`src/rtl/sr8_reorder_ctrl.sv`:
```
// Control sequencer for the 8-deep complex shift register in the radix-8 input stage.
// Fills 8 samples per group, then steps the tap select through natural or
// bit-reversed order under a valid/ready handshake, marking frame start/end.
module sr8_reorder_ctrl #(
  parameter int unsigned GROUPS = 8,
  parameter int unsigned GRP_W  = 3
) (
  input  logic       clk,
  input  logic       rst_n,
  input  logic       in_valid_i,
  input  logic       in_sof_i,
  input  logic       in_mode_i,
  output logic       in_ready_o,
  output logic       sr_ren_o,
  output logic [2:0] sr_sel_o,
  output logic       out_valid_o,
  input  logic       out_ready_i,
  output logic       out_sof_o,
  output logic       out_eof_o,
  output logic       err_sof_o
);

  typedef enum logic [0:0] {StFill, StDrain} state_e;

  localparam logic [GRP_W-1:0] GrpLast = GRP_W'(GROUPS - 1);

  state_e           state_q, state_d;
  logic [2:0]       fill_cnt_q, fill_cnt_d;
  logic [2:0]       rd_cnt_q, rd_cnt_d;
  logic [GRP_W-1:0] grp_cnt_q, grp_cnt_d;
  logic             mode_q, mode_d;
  logic [2:0]       sr_sel_q, sr_sel_d;
  logic             out_valid_q, out_valid_d;
  logic             out_sof_q, out_sof_d;
  logic             out_eof_q, out_eof_d;
  logic             err_sof_q, err_sof_d;
  logic             accept, xfer;
  logic [2:0]       rd_nxt;

  // Tap index for read slot k: identity or 3-bit reversal.
  function automatic logic [2:0] order(input logic m, input logic [2:0] k);
    return m ? {k[0], k[1], k[2]} : k;
  endfunction

  assign accept      = in_valid_i & (state_q == StFill);
  assign xfer        = out_valid_q & out_ready_i;
  assign rd_nxt      = rd_cnt_q + 3'd1;
  assign in_ready_o  = (state_q == StFill);
  assign sr_ren_o    = accept;
  assign sr_sel_o    = sr_sel_q;
  assign out_valid_o = out_valid_q;
  assign out_sof_o   = out_sof_q;
  assign out_eof_o   = out_eof_q;
  assign err_sof_o   = err_sof_q;

  // Next-state: fill counting, frame resync, and drain sequencing.
  always_comb begin
    state_d     = state_q;
    fill_cnt_d  = fill_cnt_q;
    rd_cnt_d    = rd_cnt_q;
    grp_cnt_d   = grp_cnt_q;
    mode_d      = mode_q;
    sr_sel_d    = sr_sel_q;
    out_valid_d = out_valid_q;
    out_sof_d   = out_sof_q;
    out_eof_d   = out_eof_q;
    err_sof_d   = 1'b0;
    unique case (state_q)
      StFill: begin
        if (accept) begin
          if (in_sof_i) begin
            // Resync: this sample becomes sample 0 of group 0; partial group is dropped.
            mode_d     = in_mode_i;
            grp_cnt_d  = '0;
            fill_cnt_d = 3'd1;
            err_sof_d  = (fill_cnt_q != 3'd0) || (grp_cnt_q != '0);
          end else if (fill_cnt_q == 3'd7) begin
            fill_cnt_d  = 3'd0;
            state_d     = StDrain;
            rd_cnt_d    = 3'd0;
            sr_sel_d    = 3'd0;
            out_valid_d = 1'b1;
            out_sof_d   = (grp_cnt_q == '0);
            out_eof_d   = 1'b0;
          end else begin
            fill_cnt_d = fill_cnt_q + 3'd1;
          end
        end
      end
      StDrain: begin
        if (xfer) begin
          if (rd_cnt_q == 3'd7) begin
            state_d     = StFill;
            rd_cnt_d    = 3'd0;
            sr_sel_d    = 3'd0;
            out_valid_d = 1'b0;
            out_sof_d   = 1'b0;
            out_eof_d   = 1'b0;
            grp_cnt_d   = (grp_cnt_q == GrpLast) ? '0 : grp_cnt_q + GRP_W'(1);
          end else begin
            rd_cnt_d  = rd_nxt;
            sr_sel_d  = order(mode_q, rd_nxt);
            out_sof_d = 1'b0;
            out_eof_d = (rd_nxt == 3'd7) && (grp_cnt_q == GrpLast);
          end
        end
      end
      default: state_d = StFill;
    endcase
  end

  // State and registered outputs.
  always_ff @(posedge clk or negedge rst_n) begin
    if (!rst_n) begin
      state_q     <= StFill;
      fill_cnt_q  <= 3'd0;
      rd_cnt_q    <= 3'd0;
      grp_cnt_q   <= '0;
      mode_q      <= 1'b0;
      sr_sel_q    <= 3'd0;
      out_valid_q <= 1'b0;
      out_sof_q   <= 1'b0;
      out_eof_q   <= 1'b0;
      err_sof_q   <= 1'b0;
    end else begin
      state_q     <= state_d;
      fill_cnt_q  <= fill_cnt_d;
      rd_cnt_q    <= rd_cnt_d;
      grp_cnt_q   <= grp_cnt_d;
      mode_q      <= mode_d;
      sr_sel_q    <= sr_sel_d;
      out_valid_q <= out_valid_d;
      out_sof_q   <= out_sof_d;
      out_eof_q   <= out_eof_d;
      err_sof_q   <= err_sof_d;
    end
  end

endmodule

```
`config.mk`:
```
export PLATFORM = sky130hd
export DESIGN_NAME = sr8_reorder_ctrl
export DESIGN_NICKNAME = d
export VERILOG_FILES = /design/src/rtl/sr8_reorder_ctrl.sv
export SDC_FILE = /design/constraint.sdc
export NUM_CORES = 1
export LEC_CHECK = 0
export ABC_CLOCK_PERIOD_IN_PS = 4400
export BUFFER_PORTS_ARGS = -buffer_cell sky130_fd_sc_hd__buf_2
export CAP_MARGIN = 20
export CELL_PAD_IN_SITES_DETAIL_PLACEMENT = 0
export CELL_PAD_IN_SITES_GLOBAL_PLACEMENT = 1
export CORE_MARGIN = 2
export CORE_UTILIZATION = 48
export CTS_BUF_LIST = sky130_fd_sc_hd__clkbuf_8
export DETAILED_ROUTE_END_ITERATION = 16
export GPL_ROUTABILITY_DRIVEN = 0
export PLACE_DENSITY = 0.92
export SYNTH_ARGS = -nofsm -noshare
export SYNTH_HDL_FRONTEND = slang
export SYNTH_SLANG_ARGS = --single-unit
export TNS_END_PERCENT = 10
```
`constraint.sdc`:
```
create_clock -name clk -period 4.4 [get_ports clk]
set_clock_uncertainty 0.15 [all_clocks]
set_input_delay 0.44 -clock clk [delete_from_list [all_inputs] [get_ports clk]]
set_output_delay 0.44 -clock clk [all_outputs]
set_load 0.1 [all_outputs]
```
Word-level counts from Yosys, hierarchy flattened
Index checks and enable logic that the tools add are counted.
- add/sub/neg operators: 3
- equal/unequal tests: 10
- multiplexer cells: 44
- bitwise gates (word level): 3
- reductions and logical operators: 10
- operator list (kind ; count):
    3-bit 2-to-1 mux ; 15
    1-bit 2-to-1 mux ; 22
    3-bit one-hot mux with 2 select lines ; 3
    3-bit == test (second input constant) ; 4
    3-bit by 1-bit adder with 3-bit output (second input constant) ; 3
    2-bit by 1-bit != test with 1-bit output (second input constant) ; 4
    1-bit one-hot mux with 2 select lines ; 4
    4-bit AND reduction ; 2
    3-bit nonzero test ; 2
    5-bit AND reduction ; 1
    2-bit != test (second input constant) ; 2
    3-bit zero test ; 1
    3-bit AND reduction ; 1
    1-bit bitwise AND ; 2
    2-bit AND reduction ; 1
    1-bit logical AND ; 1
    1-bit logical OR ; 1
    1-bit NOT ; 1
- bits in registers: 18
- input port bits: 6
- output and inout port bits: 9
- logic and storage cells: 80

Longest topological paths before layout
Gate-level depths: netlist of the first run.
- depth in word-level cells: 6
- gate-level depth with buffers: 5
- gate-level depth less buffers: 5

Worst setup path before layout of the first run
Ideal clock, no wire load.
- path type: register to register
- start: reg out_valid_q, in the netlist out_valid_o
- end: reg out_eof_q, in the netlist out_eof_o
- setup time: 126 ps
- arrival: 1747 ps
- data required time: 4124 ps
- slack: 2377 ps
- stages on the path, launching flop included: 5
- buffers on the path: 1
- period minus slack after synthesis: 2023 ps
- cells stage by stage: dfrtp_1 -> and3_1 -> a31o_1 -> buf_6 -> mux2_4
- cells in the longest elaborated chain, start to end: 3
- RTL lines (item ; RTL line ; RTL):
    start, declared ; 33 ; logic out_valid_q, out_valid_d;
    start signal, assigned ; 132 ; out_valid_q <= out_valid_d;
    1-bit bitwise AND ; 46 ; assign xfer = out_valid_q & out_ready_i;
    2-bit by 1-bit != test with 1-bit output (no line) ; - ;
    4-bit AND reduction (no line) ; - ;
    end signal, assigned ; 134 ; out_eof_q <= out_eof_d;
    end, declared ; 35 ; logic out_eof_q, out_eof_d;
Every way passes these cells.
A chain may end at the register's enable or synchronous reset.

Worst setup path after layout of the first run
- start: reg state_q
- end: out sr_ren_o
- cells in the longest elaborated chain, start to end: 2
- RTL lines (item ; RTL line ; RTL):
    start, declared ; 27 ; state_e state_q, state_d;
    start signal, assigned ; 115 ; state_q <= StFill;
    start signal, assigned ; 126 ; state_q <= state_d;
    1-bit NOT (no line) ; - ;
    1-bit bitwise AND ; 45 ; assign accept = in_valid_i & (state_q == StFill);
    end, declared ; 14 ; output logic sr_ren_o,
Every way passes these cells.

==> results of run 1 <==
## cell usage after synthesis
| library cell | instances | share of area |
|---|---|---|
| sky130_fd_sc_hd__buf_4 | 1 | 0.0079 |
| sky130_fd_sc_hd__nand4_1 | 1 | 0.0066 |
| sky130_fd_sc_hd__a21boi_0 | 1 | 0.0079 |
| sky130_fd_sc_hd__o31ai_1 | 1 | 0.0079 |
| sky130_fd_sc_hd__mux2_2 | 1 | 0.012 |
| sky130_fd_sc_hd__nand3b_1 | 1 | 0.0079 |
| sky130_fd_sc_hd__or2b_1 | 1 | 0.0079 |
| sky130_fd_sc_hd__nand2b_1 | 4 | 0.026 |
| sky130_fd_sc_hd__nor2b_1 | 1 | 0.0066 |
| sky130_fd_sc_hd__nor4bb_1 | 1 | 0.011 |
| sky130_fd_sc_hd__inv_2 | 1 | 0.0040 |
| sky130_fd_sc_hd__inv_1 | 9 | 0.036 |
| sky130_fd_sc_hd__mux2_4 | 6 | 0.095 |
| sky130_fd_sc_hd__nand3_1 | 5 | 0.026 |
| sky130_fd_sc_hd__nor3_1 | 1 | 0.0053 |
| sky130_fd_sc_hd__or2_2 | 1 | 0.0066 |
| sky130_fd_sc_hd__a21oi_1 | 4 | 0.021 |
| sky130_fd_sc_hd__or3b_1 | 1 | 0.0092 |
| sky130_fd_sc_hd__ha_1 | 10 | 0.13 |
| sky130_fd_sc_hd__o21ai_0 | 4 | 0.021 |
| sky130_fd_sc_hd__a31o_1 | 1 | 0.0092 |
| sky130_fd_sc_hd__nor2_1 | 5 | 0.020 |
| sky130_fd_sc_hd__nand2_1 | 5 | 0.020 |
| sky130_fd_sc_hd__and3_1 | 1 | 0.0066 |
| sky130_fd_sc_hd__o41ai_1 | 2 | 0.018 |
| sky130_fd_sc_hd__buf_6 | 1 | 0.012 |
| sky130_fd_sc_hd__nor3b_1 | 1 | 0.0079 |
| sky130_fd_sc_hd__dfrtp_1 | 17 | 0.45 |
## kinds of logic after synthesis
| group | Yosys count |
|---|---|
| AOI/OAI and AO/OA | 13 |
| adders and majority gates | 10 |
| buffers and inverters | 12 |
| DFF | 17 |
| muxes | 7 |
| and+or+nand+nor | 29 |
## worst max-delay path by stage
| stage | from | to | slack (ns) | cells past startpoint |
|---|---|---|---|---|
| final | state_q | sr_ren_o | 2.32 | 3 |
| after floorplan | out_valid_o | out_eof_o | 2.38 | 4 |
| after CTS | state_q | sr_ren_o | 2.31 | 3 |
| after global routing | state_q | sr_ren_o | 2.23 | 3 |
| after global placement | state_q | sr_ren_o | 2.60 | 3 |
| after detailed placement | in_sof_i | sr_sel_o[0] | 2.58 | 4 |
## final cells by class
class                   count  area share
clock inverters             1    0.004592
repair buffers             15     0.07348
flip-flops and latches     17      0.3904
inverters                  10     0.03444
multi-input cells          59      0.4282
well taps                  27     0.03100
clock buffers               3     0.03789
## registers in the layout (all words and copies together) (netlist names), 2 cells and up
signal,flops
rd_cnt_q,3
fill_cnt_q,3
sr_sel_o,2
grp_cnt_q,3
## power groups by stage
| stage | Sequential [mW] | Clock (mW) | Combinational (mW) |
|---|---|---|---|
| finish | 0.159 | 0.117 | 0.0124 |
| global placement | 0.161 | 0 | 0.0117 |
| global route | 0.159 | 0.128 | 0.0146 |
| CTS | 0.159 | 0.125 | 0.0126 |
| detailed placement | 0.161 | 0 | 0.0119 |
| floorplan | 0.161 | 0 | 0.00499 |
## layer usage
metal  track usage  vias to the layer above
li1              -                      333
met1        0.2215                      315
met2        0.2616                       10
met3       0.04630                        2
met4       0.07143                        0
met5             0                        -
## timing repair
item                                   in CTS  in global routing
setup buffers                               0                  0
endpoints found under the hold margin      17                  0
hold buffers                                1                  0
==> results.txt, run 1 <==
The beginning of the worst register-to-register path is fill_cnt_q[0]. The area taken by flip-flops and latches is 425.4 um^2. The final setup violation count came out at 0. The number of global-route vias before repair is 636. In this run the cell area of the synthesized design comes to 948.4 um^2. The hold path startpoint is in_mode_i. The number of antenna violations at the first check in global routing is 0. The post-cts gate resize count is 0. Max-cap violations in this run came to 0. The largest net degree at the start of global routing came out at 18. In this run the worst hold path is classified as input pin to flip-flop. The number of placed instances, taps included came out at 127. Counting every net in the synthesized netlist gives 104. The number of ports placed on the die boundary came out at 15. The insertion delay of the later-clocked pin in the worst-skew pair came out at 0.26 ns. The share of total power dissipated in sequential elements is 0.550. The sequential share of the synthesized area came out at 0.4485.

The smallest setup slack after layout is 2.319 ns. The finished cells cover 1090 um^2. The H-tree level count is 1. The total internal power came out at 0.2259 mW. The average routed wire per standard cell came out at 12.50 um. The switching power came out at 0.06249 mW. The routed wire length came out at 1650 um. In the global route stage, overall resource usage came out at 0.1680. The TritonCTS clock tree is yes. The share of the core filled with cells came out at 0.5730. Along the worst hold path, the cell count comes to 2. The die width is 48.45 um.

The total power density per cell area came out at 264.7 nW/um^2. The synthesized netlist cell count is 88. The detailed router placed 660 vias in this run. The met2 layer wire length in the routed design came out at 767 um. After detailed routing, the number of vias per cell comes to 5.000. In this run the tool buffered the top-level ports with 14 buffer cells.

The count of buffer and inverter cells on the critical path is 2. The number of warning messages in the yosys log came out at 0. Before CTS, the worst setup slack after placement is 2.581 ns. Leaving out fill and tap cells, the most frequent cells in the layout are sky130_fd_sc_hd__dfrtp_1 (17), sky130_fd_sc_hd__buf_2 (14), sky130_fd_sc_hd__ha_1 (10). After detailed routing, the number of remaining DRC violations is 0.

The minimum clock period after layout came out at 2.081 ns. The clock edge transition at the registers on the reported setup and hold paths came out at 0.06 ns. The final clock period utilization by the worst path came out at 0.4728.

The pre-antenna-repair detailed-routing pass consisted of 6 iterations. The die height is 48.45 um. The clock buffer count from CTS came out at 3. The max-slew headroom at the worst pin is 0.6789. At the worst endpoint, the arrival time is 1.49 ns. For this run, the slowest stage of the critical path takes 0.47 ns.

The largest family of logic cells by synthesized area is simple AND/OR/NAND/NOR gates. The post-placement cell area came out at 1033 um^2. The data required time at the worst endpoint came out at 3.81 ns. The top achievable clock speed came out at 480.6 MHz. The highest metal layer carrying signal wires in the routed design is met4. The detailed route wirelength on metal3 is 58 um.

The post-route non-filler standard cell count came out at 132. The share of power burned in combinational logic is 0.043. The adder and majority gate portion of the synthesized area is 0.1319. STA classifies the critical path startpoint as a flip-flop. In this run the critical register-to-register path is captured at sr_sel_o[0]. Among cell families on the critical path, the largest total delay comes from buffers and inverters. The remaining antenna violation count came out at 0. The HPWL after detailed placement came out at 1247 um. The die covers 2347 um^2. The basic-gate share of the synthesized area counting and, or, nand and nor cells came out at 0.1675. The post-synthesis compound-gate area fraction is 0.08575. The starting density of the core came out at 0.4987.

The final layout net count came out at 122. 0 antenna diodes ended up in the layout. The run finished with clean final reports.

The row count is 16. The total negative slack for setup checks came out at 0 ns. The share of final-layout standard cells stronger than drive strength 1 is 0.2571.

The share of total power dissipated in the clock network is 0.407. The library cell used as clock root buffer is sky130_fd_sc_hd__clkbuf_8. Setup repair after global routing left no endpoint under its margin. The signal on the critical path passes through nand2b_1 -> inv_1 -> buf_2. The aggregate global routing overflow came out at 0.

The maximum fanout along the worst path is 9. Of the total power, the share spent switching nets is 0.2166. Summing all multi-input logic gate instances after layout gives 466.7 um^2. The number of violations reported at the end of detailed-routing iteration 0 came out at 14. VDD sags by at most 0.0002800 V.

The layout overhead on the synthesized area is 14.91%. Leaving out fill and tap cells, the most frequent cell in the layout is sky130_fd_sc_hd__dfrtp_1. The post-synthesis sequential element count is 17. The maximum root-to-sink buffer count came out at 2. The worst hold path terminates at mode_q. The slew at the pin closest to its max-slew limit is 0.4850 ns.

The total count of max-transition violations in the final report was 0. The critical path capture point type is a primary output. The slack of the worst reg-to-reg path is 2.60 ns. The final count of hold timing violations is 0. The area of the core came out at 1902 um^2.

The xor-xnor portion of the synthesized cell area came out at 0. The post-route worst hold slack came out at 0.2577 ns. The leakage power of the design came out at 0.5762 nW. The count of different cell masters after synthesis is 28. The number of inserted filler cells in the final layout is 181. The total power draw is 0.2884 mW. For this design, the slowest cell found on the critical path is sky130_fd_sc_hd__dfrtp_1.

The critical path is of the flip-flop to primary output type. The worst-case reg-to-reg path depth is 4. The mean instance size in the synthesized netlist is 10.78 um^2. The first global-routing pass estimated 3001 um of wire. Of the post-synthesis cell area, the part taken by muxes is 0.1069. CTS saw 17 sinks. The length of routed wiring on met1 is 799 um.
Note: power is estimated with default switching activity, not from simulation.
==> run 2, diff against run 1 <==
--- a/config.mk
+++ b/config.mk
@@ -5,17 +5,17 @@
 export SDC_FILE = /design/constraint.sdc
 export NUM_CORES = 1
 export LEC_CHECK = 0
-export ABC_CLOCK_PERIOD_IN_PS = 4400
+export ABC_CLOCK_PERIOD_IN_PS = 2080
 export BUFFER_PORTS_ARGS = -buffer_cell sky130_fd_sc_hd__buf_2
 export CAP_MARGIN = 20
 export CELL_PAD_IN_SITES_DETAIL_PLACEMENT = 0
 export CELL_PAD_IN_SITES_GLOBAL_PLACEMENT = 1
 export CORE_MARGIN = 2
-export CORE_UTILIZATION = 48
+export CORE_UTILIZATION = 45
 export CTS_BUF_LIST = sky130_fd_sc_hd__clkbuf_8
 export DETAILED_ROUTE_END_ITERATION = 16
 export GPL_ROUTABILITY_DRIVEN = 0
-export PLACE_DENSITY = 0.92
+export PLACE_DENSITY = 0.87
 export SYNTH_ARGS = -nofsm -noshare
 export SYNTH_HDL_FRONTEND = slang
 export SYNTH_SLANG_ARGS = --single-unit
==> constraint.sdc (replaced) <==
create_clock -name clk -period 2.08 [get_ports clk]
set_clock_uncertainty 0.15 [all_clocks]
set_input_delay 0.208 -clock clk [delete_from_list [all_inputs] [get_ports clk]]
set_output_delay 0.208 -clock clk [all_outputs]
set_load 0.1 [all_outputs]
==> run 2 against run 1 <==
Register-to-register slack lost 2.3 ns. Clock-buffer cell count unchanged. Critical path type unchanged. Sequential cell count unchanged. Die area is 6.1% higher. Sequential share of layout area hardly changed. Clock power increased by 100%.
==> results.txt, run 2 (synthesis results as in run 1) <==
The max-slew headroom at the worst pin came out at 0.6787. The largest net degree at the start of global routing is 18. The smallest clock period supported by the final layout is computed as 1.860 ns. Clock latency on the worst-skew pair, taken at its later pin, is 0.25 ns. The floorplan has 16 rows. The slew at the pin closest to its max-slew limit came out at 0.4852 ns. The post-route worst hold slack came out at 0.03816 ns. The worst setup path is captured at a primary output. The final layout net count came out at 122. The flow ran to the end, and the final reports show no timing, DRC or antenna violations. The number of global-route vias before repair is 651. The initial utilization of the core area, before any placement, comes to 0.4785.

The final setup violation count is 0. For this run, the total global-route usage over all layers was measured as 0.1580. The routed design uses 70 um of met3 wire. Relative to the synthesized area, the layout overhead comes to 14.78%. The data required time at the worst endpoint is 1.72 ns. The area of the core came out at 1982 um^2. The number of placed instances, taps included is 127. The total count of max-transition violations in the final report is 0. The floorplan die area came out at 2491 um^2.

The top routing layer in use is met4. Summing internal, switching and leakage power gives 0.6009 mW. By startpoint and endpoint, the worst setup path is classified as flip-flop to primary output.

The die width is 49.91 um. The length of routed wiring on met1 is 791 um. After legalization and detailed placement, the total HPWL measured 1253 um. Once layout is complete, the utilization of the core stands at 0.5492. The data arrival time of the worst path came out at 1.50 ns.

The final clock period utilization by the worst path came out at 0.8942. The delay of the slowest cell on the worst path is 0.47 ns. STA classifies the critical path startpoint as a flip-flop. Summed over all layers, the routed wires come to 1640 um. The worst voltage drop across the vdd grid came out at 0.0004069 V. At the placement stage, the worst setup path has a slack of 0.3188 ns. The top achievable clock speed came out at 537.7 MHz. The clock buffer count from CTS is 3.

The slowest stage of the critical path belongs to the cell sky130_fd_sc_hd__dfrtp_1. The maximum root-to-sink buffer count is 2. The leakage power of the design came out at 0.5776 nW.

The total area of multi-input combinational cells is 466.7 um^2. Detailed routing placed a total of 749 um of wire on met2. The maximum fanout along the worst path is 9. The total power density per cell area came out at 552.1 nW/um^2. The remaining antenna violation count came out at 0. The final count of hold timing violations is 0.

The first global-routing pass estimated 2877 um of wire. In this run the clock root is driven by a sky130_fd_sc_hd__clkbuf_8. The library cell used most frequently in the layout, excluding fill and tap cells, is sky130_fd_sc_hd__dfrtp_1. The slack of the worst reg-to-reg path came out at 0.32 ns.

The average routed wire per standard cell is 12.42 um. The largest registers in the layout are fill_cnt_q x3, grp_cnt_q x3, rd_cnt_q x3. The aggregate global routing overflow came out at 0.

The signal on the critical path passes through nand2b_1 -> inv_1 -> buf_2. The max-cap violation count came out at 0. Fill cells in the final layout number 178. The placed instances occupy a cell area of 1033 um^2. Clock-pin slew was measured on the worst setup and hold paths at 0.06 ns. The number of violations reported at the end of detailed-routing iteration 0 came out at 6.

For this run, design rule violations remaining after detail routing come to 0. The quantity of I/O buffers inserted on ports is 14. The total number of vias came out at 680. CTS built an H-tree with a depth of 1. Counting every sink on the clock net gives 17.

The area taken by flip-flops and latches came out at 425.4 um^2. The TritonCTS clock tree is yes. Setup repair after global routing left no endpoint under its margin. The number of antenna violations at the first check in global routing came out at 0.

The post-cts gate resize count came out at 0. The diode insertion count for antenna repair is 0. The number of iterations in the first detailed-routing pass came out at 4.

The post-route non-filler standard cell count came out at 132. The die height is 49.91 um. Setup slack closes at 0.2201 ns. For the final routed database, the setup TNS stands at 0 ns. The share of final-layout standard cells stronger than drive strength 1 is 0.2476.

The number of ports placed on the die boundary came out at 15. The summed area of non-filler cells in the final layout came out at 1089 um^2. In the routed layout, each cell is associated on average with a via count of 5.152. Leaving out fill and tap cells, the most frequent cells in the layout are sky130_fd_sc_hd__dfrtp_1 (17), sky130_fd_sc_hd__buf_2 (14), sky130_fd_sc_hd__inv_1 (10), sky130_fd_sc_hd__ha_1 (10), sky130_fd_sc_hd__mux2_4 (6). The min-delay analysis places its worst path in the category input pin to flip-flop.
[run 2: cell type report]
cell class,count,share of cell area
Multi-Input combinational cell,59,0.4287
Tap cell,27,0.03103
Clock inverter,1,0.003448
Timing Repair Buffer,15,0.07356
Sequential cell,17,0.3908
Inverter,10,0.03448
Clock buffer,3,0.03793
[run 2: worst paths after layout]
path                               startpoint           to  cells after the start
worst max-delay path                  state_q     sr_ren_o                      3
worst min-delay path                in_mode_i       mode_q                      2
worst max register to register  fill_cnt_q[0]    out_eof_o                      4
worst min register to register    sr_sel_o[2]  sr_sel_o[2]                      1
max in group asynchronous               rst_n  sr_sel_o[2]                      2
min in group asynchronous               rst_n      state_q                      2
[run 2: critical path, delay by kind of cell (launching register included)]
kind          cells  cell delay, ns
buf+inv           2            0.52
flops             1            0.47
simple gates      1            0.26
[run 2: layer usage]
| metal | vias to the layer above | global-route usage |
|---|---|---|
| met4 | 0 | 0.08333 |
| met5 | - | 0 |
| met3 | 4 | 0.04545 |
| met1 | 319 | 0.1888 |
| li1 | 341 | - |
| met2 | 16 | 0.2556 |
[run 2: what timing repair did]
| action | in CTS | in global routing |
|---|---|---|
| buffers inserted | 0 | 0 |
| endpoints found under the hold margin | 17 | 0 |
| hold buffers | 1 | 0 |
[run 2: where the power goes]
part / total [mW] / switching (mW) / internal [mW]
combinational: 0.0265 / 0.0151 / 0.0114
clock: 0.239 / 0.108 / 0.131
sequential: 0.336 / 0.00222 / 0.333
total: 0.601 / 0.125 / 0.476
